**src/rtl/y86_pkg.sv**
```systemverilog
// Shared definitions for the sequential Y86-64 core controller.
// Provides icode constants, Y86 status codes, stage indices, the sequencer
// state encoding, and helpers mapping a state to its stage start/done bit.
package y86_pkg;

    localparam logic [3:0] ICODE_HALT = 4'h0;
    localparam logic [3:0] ICODE_OPQ  = 4'h6;

    localparam logic [2:0] STAT_AOK = 3'd1;
    localparam logic [2:0] STAT_HLT = 3'd2;
    localparam logic [2:0] STAT_ADR = 3'd3;
    localparam logic [2:0] STAT_INS = 3'd4;
    localparam logic [2:0] STAT_TMO = 3'd5;

    localparam int unsigned STAGE_FETCH  = 0;
    localparam int unsigned STAGE_DECODE = 1;
    localparam int unsigned STAGE_EXEC   = 2;
    localparam int unsigned STAGE_MEM    = 3;
    localparam int unsigned STAGE_WB     = 4;
    localparam int unsigned STAGE_PCUP   = 5;
    localparam int unsigned NUM_STAGES   = 6;

    typedef logic [2:0] state_t;

    localparam state_t ST_IDLE   = 3'd0;
    localparam state_t ST_FETCH  = 3'd1;
    localparam state_t ST_DECODE = 3'd2;
    localparam state_t ST_EXEC   = 3'd3;
    localparam state_t ST_MEM    = 3'd4;
    localparam state_t ST_WB     = 3'd5;
    localparam state_t ST_PCUP   = 3'd6;
    localparam state_t ST_HALTED = 3'd7;

    function automatic logic is_stage_state(input state_t s);
        return (s != ST_IDLE) && (s != ST_HALTED);
    endfunction

    // One-hot start/done bit belonging to a stage state; zero otherwise.
    function automatic logic [NUM_STAGES-1:0] stage_onehot(input state_t s);
        logic [NUM_STAGES-1:0] oh;
        oh = '0;
        case (s)
            ST_FETCH:  oh[STAGE_FETCH]  = 1'b1;
            ST_DECODE: oh[STAGE_DECODE] = 1'b1;
            ST_EXEC:   oh[STAGE_EXEC]   = 1'b1;
            ST_MEM:    oh[STAGE_MEM]    = 1'b1;
            ST_WB:     oh[STAGE_WB]     = 1'b1;
            ST_PCUP:   oh[STAGE_PCUP]   = 1'b1;
            default:   oh = '0;
        endcase
        return oh;
    endfunction

endpackage

```
**src/rtl/stage_watchdog.sv**
```systemverilog
// Per-stage wait counter with timeout flag.
// Ports:
//   clk, rst_n  - clock, synchronous active-low reset
//   clear       - zero the counter (stage entry)
//   enable      - count this cycle (stage active, no done)
//   timeout     - counter has reached TIMEOUT_CYCLES
// The counter value equals the number of cycles since the start cycle.
module stage_watchdog #(
    parameter int unsigned TIMEOUT_CYCLES = 64
) (
    input  logic clk,
    input  logic rst_n,
    input  logic clear,
    input  logic enable,
    output logic timeout
);

    localparam int unsigned CW = $clog2(TIMEOUT_CYCLES + 1);

    logic [CW-1:0] count_q;

    always_ff @(posedge clk) begin
        if (!rst_n) begin
            count_q <= '0;
        end else if (clear) begin
            count_q <= '0;
        end else if (enable && !timeout) begin
            // Saturates at the limit; the sequencer leaves the stage anyway.
            count_q <= count_q + CW'(1);
        end
    end

    assign timeout = (count_q == CW'(TIMEOUT_CYCLES));

endmodule

```
**src/rtl/seq_stage_sequencer.sv**
```systemverilog
// Central controller for the sequential Y86-64 core.
// Walks each instruction through fetch, decode, execute, memory, writeback and
// pc-update with a one-cycle start pulse per stage, waiting for that stage's
// done pulse. Faults (halt, bad instruction, address error, stage timeout)
// freeze the core in HALTED with a Y86 status code until reset.
// Ports:
//   clk, rst_n       - clock, synchronous active-low reset
//   run              - permits starting new instructions
//   stage_done[5:0]  - per-stage done pulses (fetch..pc-update)
//   f_icode, f_instr_valid, f_imem_error - fetch results, valid with fetch done
//   m_dmem_error     - data memory error, valid with memory done
//   stage_start[5:0] - one-cycle start pulse per stage
//   cc_we            - condition-code write strobe after an OPq execute
//   busy, halted     - in a stage state / in HALTED
//   stat             - Y86 status code
//   instr_count      - retired instruction count
module seq_stage_sequencer
    import y86_pkg::*;
#(
    parameter int unsigned TIMEOUT_CYCLES = 64,
    parameter int unsigned COUNT_WIDTH    = 32
) (
    input  logic                   clk,
    input  logic                   rst_n,
    input  logic                   run,
    input  logic [5:0]             stage_done,
    input  logic [3:0]             f_icode,
    input  logic                   f_instr_valid,
    input  logic                   f_imem_error,
    input  logic                   m_dmem_error,
    output logic [5:0]             stage_start,
    output logic                   cc_we,
    output logic                   busy,
    output logic                   halted,
    output logic [2:0]             stat,
    output logic [COUNT_WIDTH-1:0] instr_count
);

    state_t                 state_q, state_d;
    logic [5:0]             start_q, start_d;
    logic                   cc_we_q, cc_we_d;
    logic [2:0]             stat_q, stat_d;
    logic [COUNT_WIDTH-1:0] count_q, count_d;
    logic [3:0]             icode_q, icode_d;
    logic                   done_hit, timeout;

    // start_q is non-zero only in a stage's first cycle, so it masks done there.
    assign done_hit = is_stage_state(state_q) && (start_q == '0) &&
                      ((stage_done & stage_onehot(state_q)) != '0);

    stage_watchdog #(
        .TIMEOUT_CYCLES(TIMEOUT_CYCLES)
    ) u_watchdog (
        .clk    (clk),
        .rst_n  (rst_n),
        .clear  (start_d != '0),
        .enable (is_stage_state(state_q) && !done_hit),
        .timeout(timeout)
    );

    always_comb begin
        state_d = state_q;
        stat_d  = stat_q;
        count_d = count_q;
        icode_d = icode_q;
        cc_we_d = 1'b0;
        case (state_q)
            ST_IDLE: begin
                if (run) state_d = ST_FETCH;
            end
            ST_HALTED: begin
                state_d = ST_HALTED;
            end
            default: begin
                if (done_hit) begin
                    case (state_q)
                        ST_FETCH: begin
                            icode_d = f_icode;
                            if (f_imem_error) begin
                                stat_d  = STAT_ADR;
                                state_d = ST_HALTED;
                            end else if (!f_instr_valid) begin
                                stat_d  = STAT_INS;
                                state_d = ST_HALTED;
                            end else if (f_icode == ICODE_HALT) begin
                                stat_d  = STAT_HLT;
                                state_d = ST_HALTED;
                            end else begin
                                state_d = ST_DECODE;
                            end
                        end
                        ST_DECODE: state_d = ST_EXEC;
                        ST_EXEC: begin
                            cc_we_d = (icode_q == ICODE_OPQ);
                            state_d = ST_MEM;
                        end
                        ST_MEM: begin
                            if (m_dmem_error) begin
                                stat_d  = STAT_ADR;
                                state_d = ST_HALTED;
                            end else begin
                                state_d = ST_WB;
                            end
                        end
                        ST_WB: state_d = ST_PCUP;
                        ST_PCUP: begin
                            count_d = count_q + COUNT_WIDTH'(1);
                            state_d = run ? ST_FETCH : ST_IDLE;
                        end
                        default: state_d = state_q;
                    endcase
                end else if (timeout) begin
                    // A done in the timeout cycle took the branch above instead.
                    stat_d  = STAT_TMO;
                    state_d = ST_HALTED;
                end
            end
        endcase
        // Every entry into a stage state is a change of state, never a self-loop.
        start_d = (state_d != state_q) ? stage_onehot(state_d) : '0;
    end

    always_ff @(posedge clk) begin
        if (!rst_n) begin
            state_q <= ST_IDLE;
            start_q <= '0;
            cc_we_q <= 1'b0;
            stat_q  <= STAT_AOK;
            count_q <= '0;
            icode_q <= '0;
        end else begin
            state_q <= state_d;
            start_q <= start_d;
            cc_we_q <= cc_we_d;
            stat_q  <= stat_d;
            count_q <= count_d;
            icode_q <= icode_d;
        end
    end

    assign stage_start = start_q;
    assign cc_we       = cc_we_q;
    assign busy        = is_stage_state(state_q);
    assign halted      = (state_q == ST_HALTED);
    assign stat        = stat_q;
    assign instr_count = count_q;

endmodule

```
**config.mk**
```make
export PLATFORM = sky130hd
export DESIGN_NAME = seq_stage_sequencer
export DESIGN_NICKNAME = d
export VERILOG_FILES = /design/src/rtl/y86_pkg.sv /design/src/rtl/stage_watchdog.sv /design/src/rtl/seq_stage_sequencer.sv
export SDC_FILE = /design/constraint.sdc
export NUM_CORES = 1
export LEC_CHECK = 0
export CORE_ASPECT_RATIO = 0.6
export CORE_UTILIZATION = 35
export DETAILED_ROUTE_END_ITERATION = 10
export PLACE_DENSITY = 0.63
export SYNTH_ARGS = -nofsm -noshare
export SYNTH_HDL_FRONTEND = slang
export SYNTH_SLANG_ARGS = --single-unit
export TNS_END_PERCENT = 30
```
**constraint.sdc**
```tcl
create_clock -name clk -period 2.8 [get_ports clk]
set_input_delay 0.28 -clock clk [delete_from_list [all_inputs] [get_ports clk]]
set_output_delay 0.28 -clock clk [all_outputs]
set_load 0.01 [all_outputs]
```
==> flow_summary.toml <==
[outcome]
status = "finished, final reports clean"

[setup_path]
rr_worst_depth = 9
startpoint = "state_q[0]$_SDFF_PN0_"
r2r_setup_slack_ns = 0.08
cp_cell_sequence = "mux2_1 > a222oi_1 > buf_4 > or3_1 > a2bb2oi_1 > a32oi_1 > a222oi_1 > buf_4 > a21oi_1"
crit_path_start_kind = "flip-flop"
reg2reg_to = "u_watchdog.count_q[1]$_SDFFE_PP0P_"
critical_path_required_ns = 2.98
path_max_fanout = 11
path_class = "flip-flop to flip-flop"
end_kind = "flip-flop"
slowest_stage = "dfxtp_1"
reg2reg_from = "state_q[0]$_SDFF_PN0_"
crit_arrival_ns = 2.90
worst_path_largest_cell_delay_ns = 0.48

[grt]
globalRouteOverflowTotal = 0
grt_max_degree = 38
grt_pass1_wl_um = 11400
grt_pass1_vias = 2309
antenna_found_initial = 0
grt.total_usage_pct = 17.5

[sta]
worst_slew_pin_slew_ns = 0.607
setup_tns_ns = 0
finalSetupViolCount = 0
grt_setup_unrepaired = "false"
fin_crit_sh_pct = 97.3
hold_viol_final = 0
max_freq_mhz = 367
maxSlewHeadroom_pct = 59.2
finalCriticalPeriod_ns = 2.72
drv_slew = 0
worst_clock_skew_ns = 0.00388

[floorplan]
die-area_um2 = 8220
rows = 24
die_y_um = 70.6
core_um2 = 7420
die_x_um = 116
pin_count = 60
start_util_pct = 37.0

[routing]
routed_wl_um = 7050
drc_errors = 0
vias = 2512
wl_per_cell_um = 14.0
drt_iter0_drc = 128
drtPass1Iterations = 4
viasPerCell = 5.00
ant_nets = 0

[clock_tree]
numCtsBuffers = 5
post_cts_buffers = 0
cts_tree = "built"
ctsLongestPathBuffers = 2
clkSinkCount = 56
clkLatencyLatePin_ns = 0.29
h-tree-depth = 2
clk_pin_slew_ns = 0.07
clockRootBuffer = "clkbuf_16"
cts_resized = 0
ctsHoldBuffers = 0

[final_layout]
final_util_pct = 50.7
drive_gt1_share_pct = 9.30
fin_cells = 502
nets = 416
diodes = 0
final_common_cell = "clkdlybuf4s50_1"
layout_common_cells = "clkdlybuf4s50_1 (59), dfxtp_1 (56), nor2_1 (50), buf_4 (23), xnor2_1 (20)"
syn_to_final_growth_pct = 37.0

[power]
leakagePower_uw = 0.00130
ir_drop_mv = 0.319
cellPowerDensity_nw_per_um2 = 627

[synthesis]
yosysUniqueCellTypes = 53
ys_ff_latch = 56
ys_seq_area_share_pct = 40.8
synth_edf_count = 0
syn_nets = 339
ys.flop_type = "dfxtp_1"
yosys_warnings = 0
synth_cells = 320
async_flop_share_pct = 0
synth_area_per_cell_um2 = 8.59
synth_area_um2 = 2750

[worst_hold_path]
hold_path.class = "flip-flop to flip-flop"
min_to = "cc_we$_SDFF_PP0_"
hold_start = "icode_q[3]$_SDFFE_PN0P_"
hold_depth = 1

[placed_design]
post-dp-hpwl_um = 5200
dp_cells = 494
place_congestion = 0.886
port_buffers = 59

[run]
cap_violations = 0
## metrics by stage
step                setup slack, ns  area, um^2  power [uW]  hold WS [ns]
floorplan                     0.208        2750        1350         0.342
global placement            0.00671        3590        1660         0.412
detailed placement          -0.0612        3590        1660         0.420
CTS                           0.163        3750        2360         0.430
global route                0.00303        3760        2490         0.464
finish                       0.0757        3760        2360         0.429
## power breakdown
part / internal, uW / switching (uW)
Combinational: 370 / 424
Clock: 421 / 274
Sequential: 837 / 36.1
Total: 1630 / 734
## worst max path at each step
| stage | endpoint | slack [ns] | cells after the start |
|---|---|---|---|
| 2_1_floorplan | u_watchdog.count_q[0]$_SDFFE_PP0P_ | 0.21 | 8 |
| 3_3_place_gp | u_watchdog.count_q[3]$_SDFFE_PP0P_ | 0.007 | 10 |
| 3_5_place_dp | u_watchdog.count_q[4]$_SDFFE_PP0P_ | -0.06 | 10 |
| 4_1_cts | u_watchdog.count_q[1]$_SDFFE_PP0P_ | 0.16 | 9 |
| 5_1_grt | u_watchdog.count_q[1]$_SDFFE_PP0P_ | 0.003 | 10 |
| 6_report | u_watchdog.count_q[1]$_SDFFE_PP0P_ | 0.08 | 9 |
## final cells by class
class | instances | area, um^2
fill | 705 | 3650
multi-input combinational | 242 | 1550
sequential | 56 | 1120
timing repair buffer | 82 | 763
tap | 104 | 130
clock buffer | 6 | 129
inverter | 10 | 37.5
clock inverter | 2 | 35.0
## state kept, by name, summed over array words and instances, names as in the netlist
register            count
instr_count            32
u_watchdog.count_q      7
stage_start             6
icode_q                 4
stat                    3
state_q                 3
cc_we                   1
## critical path, delay by kind of cell, from the launching register on
family	cells	cell delay (ns)
compound gates	5	1.14
buf+inv	2	0.48
flops	1	0.48
mux	1	0.36
simple gates	1	0.15
## metal layers
metal	track usage (%)	wire length (um)
met2	24.1	2800
met4	4.42	27
met3	5.48	521
met1	26.1	3700
met5	0	0
## kinds of logic after synthesis
kind of cell / after synthesis / synth area share [%]
xor+xnor: 29 / 9.24
flops: 56 / 40.8
fa+ha+maj: 3 / 1.37
simple gates: 154 / 29.7
mux: 12 / 4.64
buf+inv: 22 / 3.19
compound gates: 44 / 11.0
## cells in the mapped netlist, types with 8 or more instances
library cell | n | share of area [%]
a21oi_1 | 9 | 1.6
and3_1 | 8 | 1.8
clkbuf_1 | 10 | 1.4
dfxtp_1 | 56 | 41
inv_1 | 10 | 1.4
mux2i_1 | 9 | 3.3
nand2_1 | 15 | 2.0
nand3_1 | 12 | 2.2
nand4_1 | 9 | 2.0
nor2_1 | 50 | 6.8
nor3_1 | 14 | 2.6
o21ai_0 | 10 | 1.8
or3_1 | 9 | 2.0
xnor2_1 | 20 | 6.4
xor2_1 | 9 | 2.9
Note: power is estimated with default switching activity, not from simulation.
